`src/rtl/reg_file_pkg.sv`:
```
// reg_file_pkg: shared sizes and reset value for the register file.
// Used by reg_file and reg_file_rdport.
package reg_file_pkg;
    localparam int DATA_W   = 8;
    localparam int ADDR_W   = 3;
    localparam int NUM_REGS = 2 ** ADDR_W;

    localparam logic [DATA_W-1:0] REG_RESET_VAL = 8'h00;
endpackage

```
`src/rtl/reg_file_rdport.sv`:
```
// reg_file_rdport: registered read port with stall hold.
// Build option REGFILE_BYPASS_EN forwards same-edge write data.
module reg_file_rdport
    import reg_file_pkg::*;
#(
    parameter int DW = reg_file_pkg::DATA_W,
    parameter int AW = reg_file_pkg::ADDR_W,
    parameter int NR = reg_file_pkg::NUM_REGS
) (
    input  logic                  CLK,
    input  logic                  RESET,
    input  logic                  STALL,
    input  logic [AW-1:0]         RADDR,
    input  logic [NR-1:0][DW-1:0] REGS,
    input  logic                  WRITE,
    input  logic [AW-1:0]         WADDR,
    input  logic [DW-1:0]         WDATA,
    output logic [DW-1:0]         RDATA
);
`ifdef REGFILE_BYPASS_EN
    localparam bit BYPASS = 1'b1;
`else
    localparam bit BYPASS = 1'b0;
`endif

    logic          hit;
    logic [DW-1:0] rd_next;

    // Compare is kept in both builds; BYPASS folds it away when off.
    assign hit     = BYPASS && WRITE && (WADDR == RADDR);
    assign rd_next = hit ? WDATA : REGS[RADDR];

    always_ff @(posedge CLK or posedge RESET) begin
        if (RESET) begin
            RDATA <= DW'(REG_RESET_VAL);
        end else if (!STALL) begin
            RDATA <= rd_next;
        end
    end
endmodule

```
`src/rtl/reg_file.sv`:
```
// reg_file: 8x8 register file, one write port, two registered reads.
// Optional write-to-read forwarding via REGFILE_BYPASS_EN.
module reg_file
    import reg_file_pkg::*;
#(
    parameter int DATA_W   = reg_file_pkg::DATA_W,
    parameter int ADDR_W   = reg_file_pkg::ADDR_W,
    parameter int NUM_REGS = reg_file_pkg::NUM_REGS
) (
    input  logic              CLK,
    input  logic              RESET,
    input  logic [DATA_W-1:0] IN,
    input  logic [ADDR_W-1:0] INADDRESS,
    input  logic              WRITE,
    input  logic [ADDR_W-1:0] OUT1ADDRESS,
    input  logic [ADDR_W-1:0] OUT2ADDRESS,
    input  logic              STALL,
    output logic [DATA_W-1:0] REGOUT1,
    output logic [DATA_W-1:0] REGOUT2
);
    logic [NUM_REGS-1:0][DATA_W-1:0] regs;

    always_ff @(posedge CLK or posedge RESET) begin
        if (RESET) begin
            for (int i = 0; i < NUM_REGS; i++) begin
                regs[i] <= DATA_W'(REG_RESET_VAL);
            end
        end else if (WRITE) begin
            regs[INADDRESS] <= IN;
        end
    end

    reg_file_rdport #(
        .DW (DATA_W),
        .AW (ADDR_W),
        .NR (NUM_REGS)
    ) u_rd1 (
        .CLK   (CLK),
        .RESET (RESET),
        .STALL (STALL),
        .RADDR (OUT1ADDRESS),
        .REGS  (regs),
        .WRITE (WRITE),
        .WADDR (INADDRESS),
        .WDATA (IN),
        .RDATA (REGOUT1)
    );

    reg_file_rdport #(
        .DW (DATA_W),
        .AW (ADDR_W),
        .NR (NUM_REGS)
    ) u_rd2 (
        .CLK   (CLK),
        .RESET (RESET),
        .STALL (STALL),
        .RADDR (OUT2ADDRESS),
        .REGS  (regs),
        .WRITE (WRITE),
        .WADDR (INADDRESS),
        .WDATA (IN),
        .RDATA (REGOUT2)
    );
endmodule
```
`config.mk`:
```
export PLATFORM = sky130hd
export DESIGN_NAME = reg_file
export DESIGN_NICKNAME = d
export VERILOG_FILES = /design/src/rtl/reg_file_pkg.sv /design/src/rtl/reg_file_rdport.sv /design/src/rtl/reg_file.sv
export SDC_FILE = /design/constraint.sdc
export NUM_CORES = 1
export LEC_CHECK = 0
export BUFFER_PORTS_ARGS = -buffer_cell sky130_fd_sc_hd__buf_2
export CORE_AREA = 3 3 92 94
export DETAILED_ROUTE_END_ITERATION = 7
export DIE_AREA = 0 0 95 97
export PLACE_DENSITY_LB_ADDON = 0.1
export SLEW_MARGIN = 30
export SYNTH_ARGS = -nofsm -noshare
export SYNTH_HDL_FRONTEND = slang
export SYNTH_SLANG_ARGS = --single-unit
```
`constraint.sdc`:
```
create_clock -name CLK -period 2.2 [get_ports CLK]
set_input_delay 0.11 -clock CLK [delete_from_list [all_inputs] [get_ports CLK]]
set_output_delay 0.11 -clock CLK [all_outputs]
set_load 0.03 [all_outputs]
```
==> impl_results.md, run 1 <==
* Status: finished clean
* FILL cells at 641
* Leak Pwr at 2.06 nW
* H-Tree Depth at 3
* Net Count, Synth at 331
* CP Max Fanout at 18
* Port Buf Inserts at 36
* Pwr dens at 895 nW/um^2
* Critical path's slowest cell: buf_2
* Area Overhead vs Synth at 12.3%
* Top post-synthesis cells by area: dfrtp_1 (49%), mux2_2 (26%), mux2i_1 (7.8%)
* Setup WS pre-CTS at 623 ps
* Crit path largest cell delay at 420 ps
* Mapped cell area at 4090 sq um
* Core area at 7730 sq um
* Clock Skews at 9.66 ps
* Multi-input logic area at 1980 sq um
* IO Count at 37
* Final ANT Viol Nets at 0
* Vias in the first global route at 2869
* Final period utilization at 54.2%
* First-pass GRT wire length at 15600 microns
* Cell Rows at 32
* Worst reg2reg path depth at 3
* Fin crit period at 1190 ps
* Logic pwr share at 24.3%
* Root Driver: clkbuf_8
* Critical path's top delay family: buffers and inverters
* Warnings from Yosys at 0
* Maximum Capacitance Violations at 0
* Cells after Synth at 310
* Unrepaired setup endpoints after global routing: false
* DR iter-0 viols at 91
* Synth unique cells at 22
* # clock sinks at 80
* Share of layout cells above drive strength 1 at 46.3%
* DP HPWL at 6380 microns
* Share of Yosys cell area claimed by the top area cell type at 48.9%
* Drt wl/cell at 21.1 microns
* Grt ovf at 0
* Worst ir drop on vdd at 0.473 mV
* CTS resizes at 0
* Detailed-route via count at 2688
* WP data arrival at 1400 ps
* Final hold slack at 91.3 ps
* FF+latch count, synth at 80
* Hold Path Depth at 2
* Final worst slack at 1010 ps
* Final #Nets at 371
* Max Freq at 0.839 GHz
* Aggregate negative setup slack at 0 ps
* Residual DRC at 0
* Final Max Tran Viols at 0
* CP Depth at 5
* Slew @ Worst Pin at 828 ps
* Crit-path cells: buf_2 > buf_4 > mux2_2 > o22ai_1 > o31ai_1
* NetSw at 0.00122 W
* Initial antenna violation count at 0
* DR vias/cell at 5.89
* Number of CTS-inserted buffers at 9
* CP required at 2410 ps
* Largest net degree at the start of global routing at 81
* Worst-case clock buffer depth at 2
* CP endpoint kind: flop
* Commonest non-fill, non-tap cell in the layout: mux2_2
* Chip width at 95 microns
* Clock Latency Late Sink at 350 ps
* Clock power share at 26.8%
* Dominant cell type by area after synthesis: dfrtp_1
* RD Place Congestion at 0.760
* Routing usage on met1 at 29.7%
* Setup CP Type: primary input to flop
* Cell Area, Placed at 4390 sq um
* Pre-antenna DRT Iters at 4
* Grt peak-use layer: met2
* Met2 Resource Use GR at 36.7%
* DRT Wirelength at 9600 microns
* Initial Utilization at 53.0%
* Int Power at 0.00290 W
* Most frequent cells in the layout: mux2_2 (96), dfrtp_1 (80), buf_2 (36), mux2i_1 (32), nand2_1 (19)
* Switch share at 29.7%
* Die Span Y at 97 microns
* Clock transition at the registers of the reported paths at 80 ps
* Register area share after synthesis at 48.9%
* Min-delay worst type: primary input to flop
* GR Util met3 at 3.81%
* Area occupied by registers at 2000 sq um
* Final Setup Violations at 0
* Sequential share of power at 49.0%
* Max_slew headroom at 44.5%
* Final Hold Fails at 0
* TritonCTS clock tree: built
* Number of diodes at 0
* Cell area after layout at 4600 sq um
* Buffers & Inverters on Critical Path at 2
* GRT Overall Usage at 22.6%
* Die area at 9220 sq um
* Synthesized area per cell at 13.2 sq um
* Critical Path Start Type: primary input
## path summary, 6_finish.rpt
check	to	slack, ps	start
max in group asynchronous	regs[31]	1470	RESET
worst max register to register	u_rd2.RDATA[1]	1100	regs[41]
worst max-delay path	u_rd1.RDATA[3]	1010	OUT1ADDRESS[0]
min in group asynchronous	regs[52]	390	RESET
worst min register to register	u_rd1.RDATA[4]	490	u_rd1.RDATA[4]
worst min-delay path	regs[51]	90	IN[3]
## registers in the layout, summed over array words and instances (netlist names)
name / count
u_rd2.RDATA: 8
u_rd1.RDATA: 8
regs: 64
## Yosys cell counts (all sizes together)
library cell and instances:
nor3b 2, o22ai 16, mux2 96, dfrtp 80, buf 16, nand4 1
nand4b 3, nand2 19, o31ai 16, mux2i 32, nor3 2, a22o 16
nor2b 2, inv 1, clkbuf 3, nor2 2, nand2b 3
## power groups by stage
stage	Sequential, W	Combinational (W)	Clock (W)
floorplan	0.00208	0.000684	0
global placement	0.00203	0.000983	0
detailed placement	0.00204	0.00101	0
CTS	0.00201	0.00101	0.00114
global route	0.00206	0.00110	0.00119
finish	0.00202	0.000999	0.00110
## cell families after synthesis
group | share of synthesized area, %
mux | 34.2
flops | 48.9
compound gates | 8.80
buf+inv | 2.84
simple gates | 5.23
## what timing repair did
action,CTS,global route
setup endpoints to repair,0,0
endpoints found under the hold margin,80,0
buffers inserted,0,0
hold buffers,1,0
## routing by layer
metal / routed length [microns] / up-vias
met5: 0 / -
met4: 264 / 0
met3: 251 / 22
met2: 4780 / 40
met1: 4300 / 1372
li1: - / 1254
## stage by stage
step                      total power, W  std cells  util [%]
final                            0.00412        456      59.5
after floorplan                  0.00276        310         -
after CTS                        0.00416        456      59.5
after detailed placement         0.00305        440      56.8
after global routing             0.00435        456      59.5
after global placement           0.00301        440      56.8
## area by class of cell
cell class / count / share of cell area [%]
inverters: 1 / 0.109
flip-flops and latches: 80 / 43.5
clock buffers: 11 / 3.29
multi-input cells: 210 / 43.0
repair buffers: 48 / 6.20
well taps: 102 / 2.77
clock inverters: 4 / 1.14
No activity file was read; power rests on OpenSTA's default activity.
==> run 2, diff against run 1 <==
==> constraint.sdc (replaced) <==
create_clock -name CLK -period 1.05 [get_ports CLK]
set_input_delay 0.0525 -clock CLK [delete_from_list [all_inputs] [get_ports CLK]]
set_output_delay 0.0525 -clock CLK [all_outputs]
set_load 0.03 [all_outputs]
==> run 2 against run 1 <==
Effect of this change:
- the flow now finishes with violations (setup timing)
- setup slack worse by 1000 ps
- sequential share of layout area down 4.1 points
- die area unchanged
- critical path depth down 2
- non-clock buffer count up 23
- first-iteration DRC count up 27%
- power up 130%
- cell count up 5.0%
- critical endpoint is now u_rd1.RDATA[2]
- highest routed layer unchanged
==> impl_results.md, run 2 (same netlist as run 1, synthesis figures left out) <==
* Top reg by flops: regs
* Failing checks: setup timing
* Max Freq at 0.938 GHz
* Critical Path Start Type: flop
* Worst ir drop on vdd at 1.00 mV (+110%)
* Die Span Y at 97 microns (unchanged)
* Unrepaired setup endpoints after global routing: true
* Largest net degree at the start of global routing at 81 (unchanged)
* Clock Skews at 7.14 ps (-2.52 ps)
* Cell Rows at 32 (unchanged)
* Initial antenna violation count at 0 (unchanged)
* Grt ovf at 0 (unchanged)
* Port Buf Inserts at 36 (unchanged)
* DR vias/cell at 5.91 (+0.19%)
* Clock transition at the registers of the reported paths at 90 ps (about the same)
* CP Max Fanout at 3 (-15)
* Setup CP Type: flop to flop
* Final #Nets at 394 (+6.2%)
* Residual DRC at 0 (unchanged)
* Status: complete, but fails checks
* TritonCTS clock tree: built
* Worst-case clock buffer depth at 2 (unchanged)
* RD Place Congestion at 0.820 (+7.9%)
* Final Setup Violations at 5 (+5)
* Switch share at 29.2% (-0.47 points)
* NetSw at 0.00277 W (+130%)
* Pwr dens at 1860 nW/um^2 (+110%)
* CP endpoint kind: flop
* Aggregate negative setup slack at -52.4 ps (-52.4 ps)
* Clock power share at 29.0% (+2.2 points)
* Root Driver: clkbuf_8
* Largest register FFs at 64 (unchanged)
* Post-Place Cells at 462 (+5.0%)
* Logic pwr share at 26.3% (+2.0 points)
* Share of layout cells above drive strength 1 at 54.6% (+8.3 points)
* Final worst slack at -16.6 ps (-1030 ps)
* Commonest non-fill, non-tap cell in the layout: mux2_2
* Final period utilization at 102%
* Drt wl/cell at 21.9 microns (+4.0%)
* Pre-antenna DRT Iters at 4 (unchanged)
* Core area at 7730 sq um (unchanged)
* Clock Latency Late Sink at 350 ps (about the same)
* First-pass GRT wire length at 16200 microns (+3.8%)
* H-Tree Depth at 3 (unchanged)
* Vias in the first global route at 3000 (+4.6%)
* DRT Wirelength at 10500 microns (+9.3%)
* Final core utilization at 65.8% (+6.2 points)
* DP HPWL at 7060 microns (+11%)
* Maximum Capacitance Violations at 0 (unchanged)
* Most frequent cells in the layout: mux2_2 (81), dfrtp_1 (80), buf_2 (36), mux2i_1 (32), buf_4 (27)
* Final non-filler cell total at 479 (+5.0%)
* Number of CTS-inserted buffers at 9 (unchanged)
* Min-delay worst type: primary input to flop
* Slew @ Worst Pin at 1000 ps (+173 ps)
* Fin crit period at 1070 ps
* CP required at 1260 ps (-1150 ps)
* Max_slew headroom at 33.1% (-11 points)
* Leak Pwr at 2.30 nW (+12%)
* # clock sinks at 80 (unchanged)
* Detailed-route via count at 2829 (+5.2%)
* Final Max Tran Viols at 0 (unchanged)
* Total power at 0.00947 W (+130%)
* Area Overhead vs Synth at 24.1%
* Final ANT Viol Nets at 0 (unchanged)
* Final hold slack at 47.7 ps (-43.6 ps)
* Number of diodes at 0 (unchanged)
* DR iter-0 viols at 116 (+27%)
* Die area at 9220 sq um (unchanged)
* IO Count at 37 (unchanged)
* Largest regs: regs x64, u_rd1.RDATA x8, u_rd2.RDATA x8
* Initial Utilization at 53.0% (unchanged)
* WP data arrival at 1280 ps (-120 ps)
* Chip width at 95 microns (unchanged)
* GRT Overall Usage at 23.7% (+1.1 points)
* Int Power at 0.00670 W (+130%)
* Final Hold Fails at 0 (unchanged)
* Sequential share of power at 44.6% (-4.4 points)
run 2: changes by cell type in the layout (fill, tap and decap cells not counted), sizes merged:
cell	before	now
bufinv	1	3
buf	47	70
inv	1	0
clkinv	3	0
clkinvlp	0	3
clkbuf	11	10
run 2: metal layers:
metal,share of wire [%],vias to the layer above,global-route usage (%)
met5,0,-,0
met4,3.1,0,12.2
met3,3.5,29,3.50
met2,50,54,38.0
met1,43,1451,30.9
li1,-,1295,-
run 2: layout make-up:
type | instances | area [sq um]
clock inverter | 5 | 105
multi-input combinational | 210 | 2170
sequential | 80 | 2000
tap | 102 | 128
fill | 569 | 2650
clock buffer | 10 | 138
inverter | 1 | 7.51
timing repair buffer | 71 | 533
run 2: per-stage QoR:
stage,cell area (sq um),setup WS [ps]
floorplan,4130,-92.0
CTS,4970,-15.0
finish,5080,-16.6
global route,5080,-46.8
global placement,4650,-320
detailed placement,4650,-331
run 2: final timing paths:
path / endpoint / start / slack, ps / cells past startpoint
max: u_rd1.RDATA[2] / regs[50] / -20 / 3
min: regs[30] / IN[6] / 50 / 2
max reg2reg: u_rd1.RDATA[2] / regs[50] / -20 / 3
min reg2reg: u_rd2.RDATA[1] / u_rd2.RDATA[1] / 490 / 2
max in group asynchronous: regs[53] / RESET / 350 / 4
min in group asynchronous: regs[22] / RESET / 370 / 4
run 2: power by group through the flow:
stage	registers (W)	clock network (W)	logic [W]
4_1_cts	0.00420	0.00280	0.00235
3_3_place_gp	0.00422	0	0.00221
3_5_place_dp	0.00426	0	0.00225
6_report	0.00423	0.00275	0.00249
5_1_grt	0.00430	0.00296	0.00267
2_1_floorplan	0.00435	0	0.00146
run 2: critical path: stages (launching register included):
cell,delay [ps]
dfrtp_1,400
mux2_4,290
o22ai_4,150
o31ai_1,80
run 2: repair_timing:
| item | in CTS | in global routing |
|---|---|---|
| gates resized for setup | 10 | 21 |
| hold buffers | 1 | 0 |
| pin swaps | 1 | 1 |
| setup buffers | 1 | 0 |
| endpoints found under the setup margin | 10 | 16 |
| endpoints found under the hold margin | 80 | 0 |
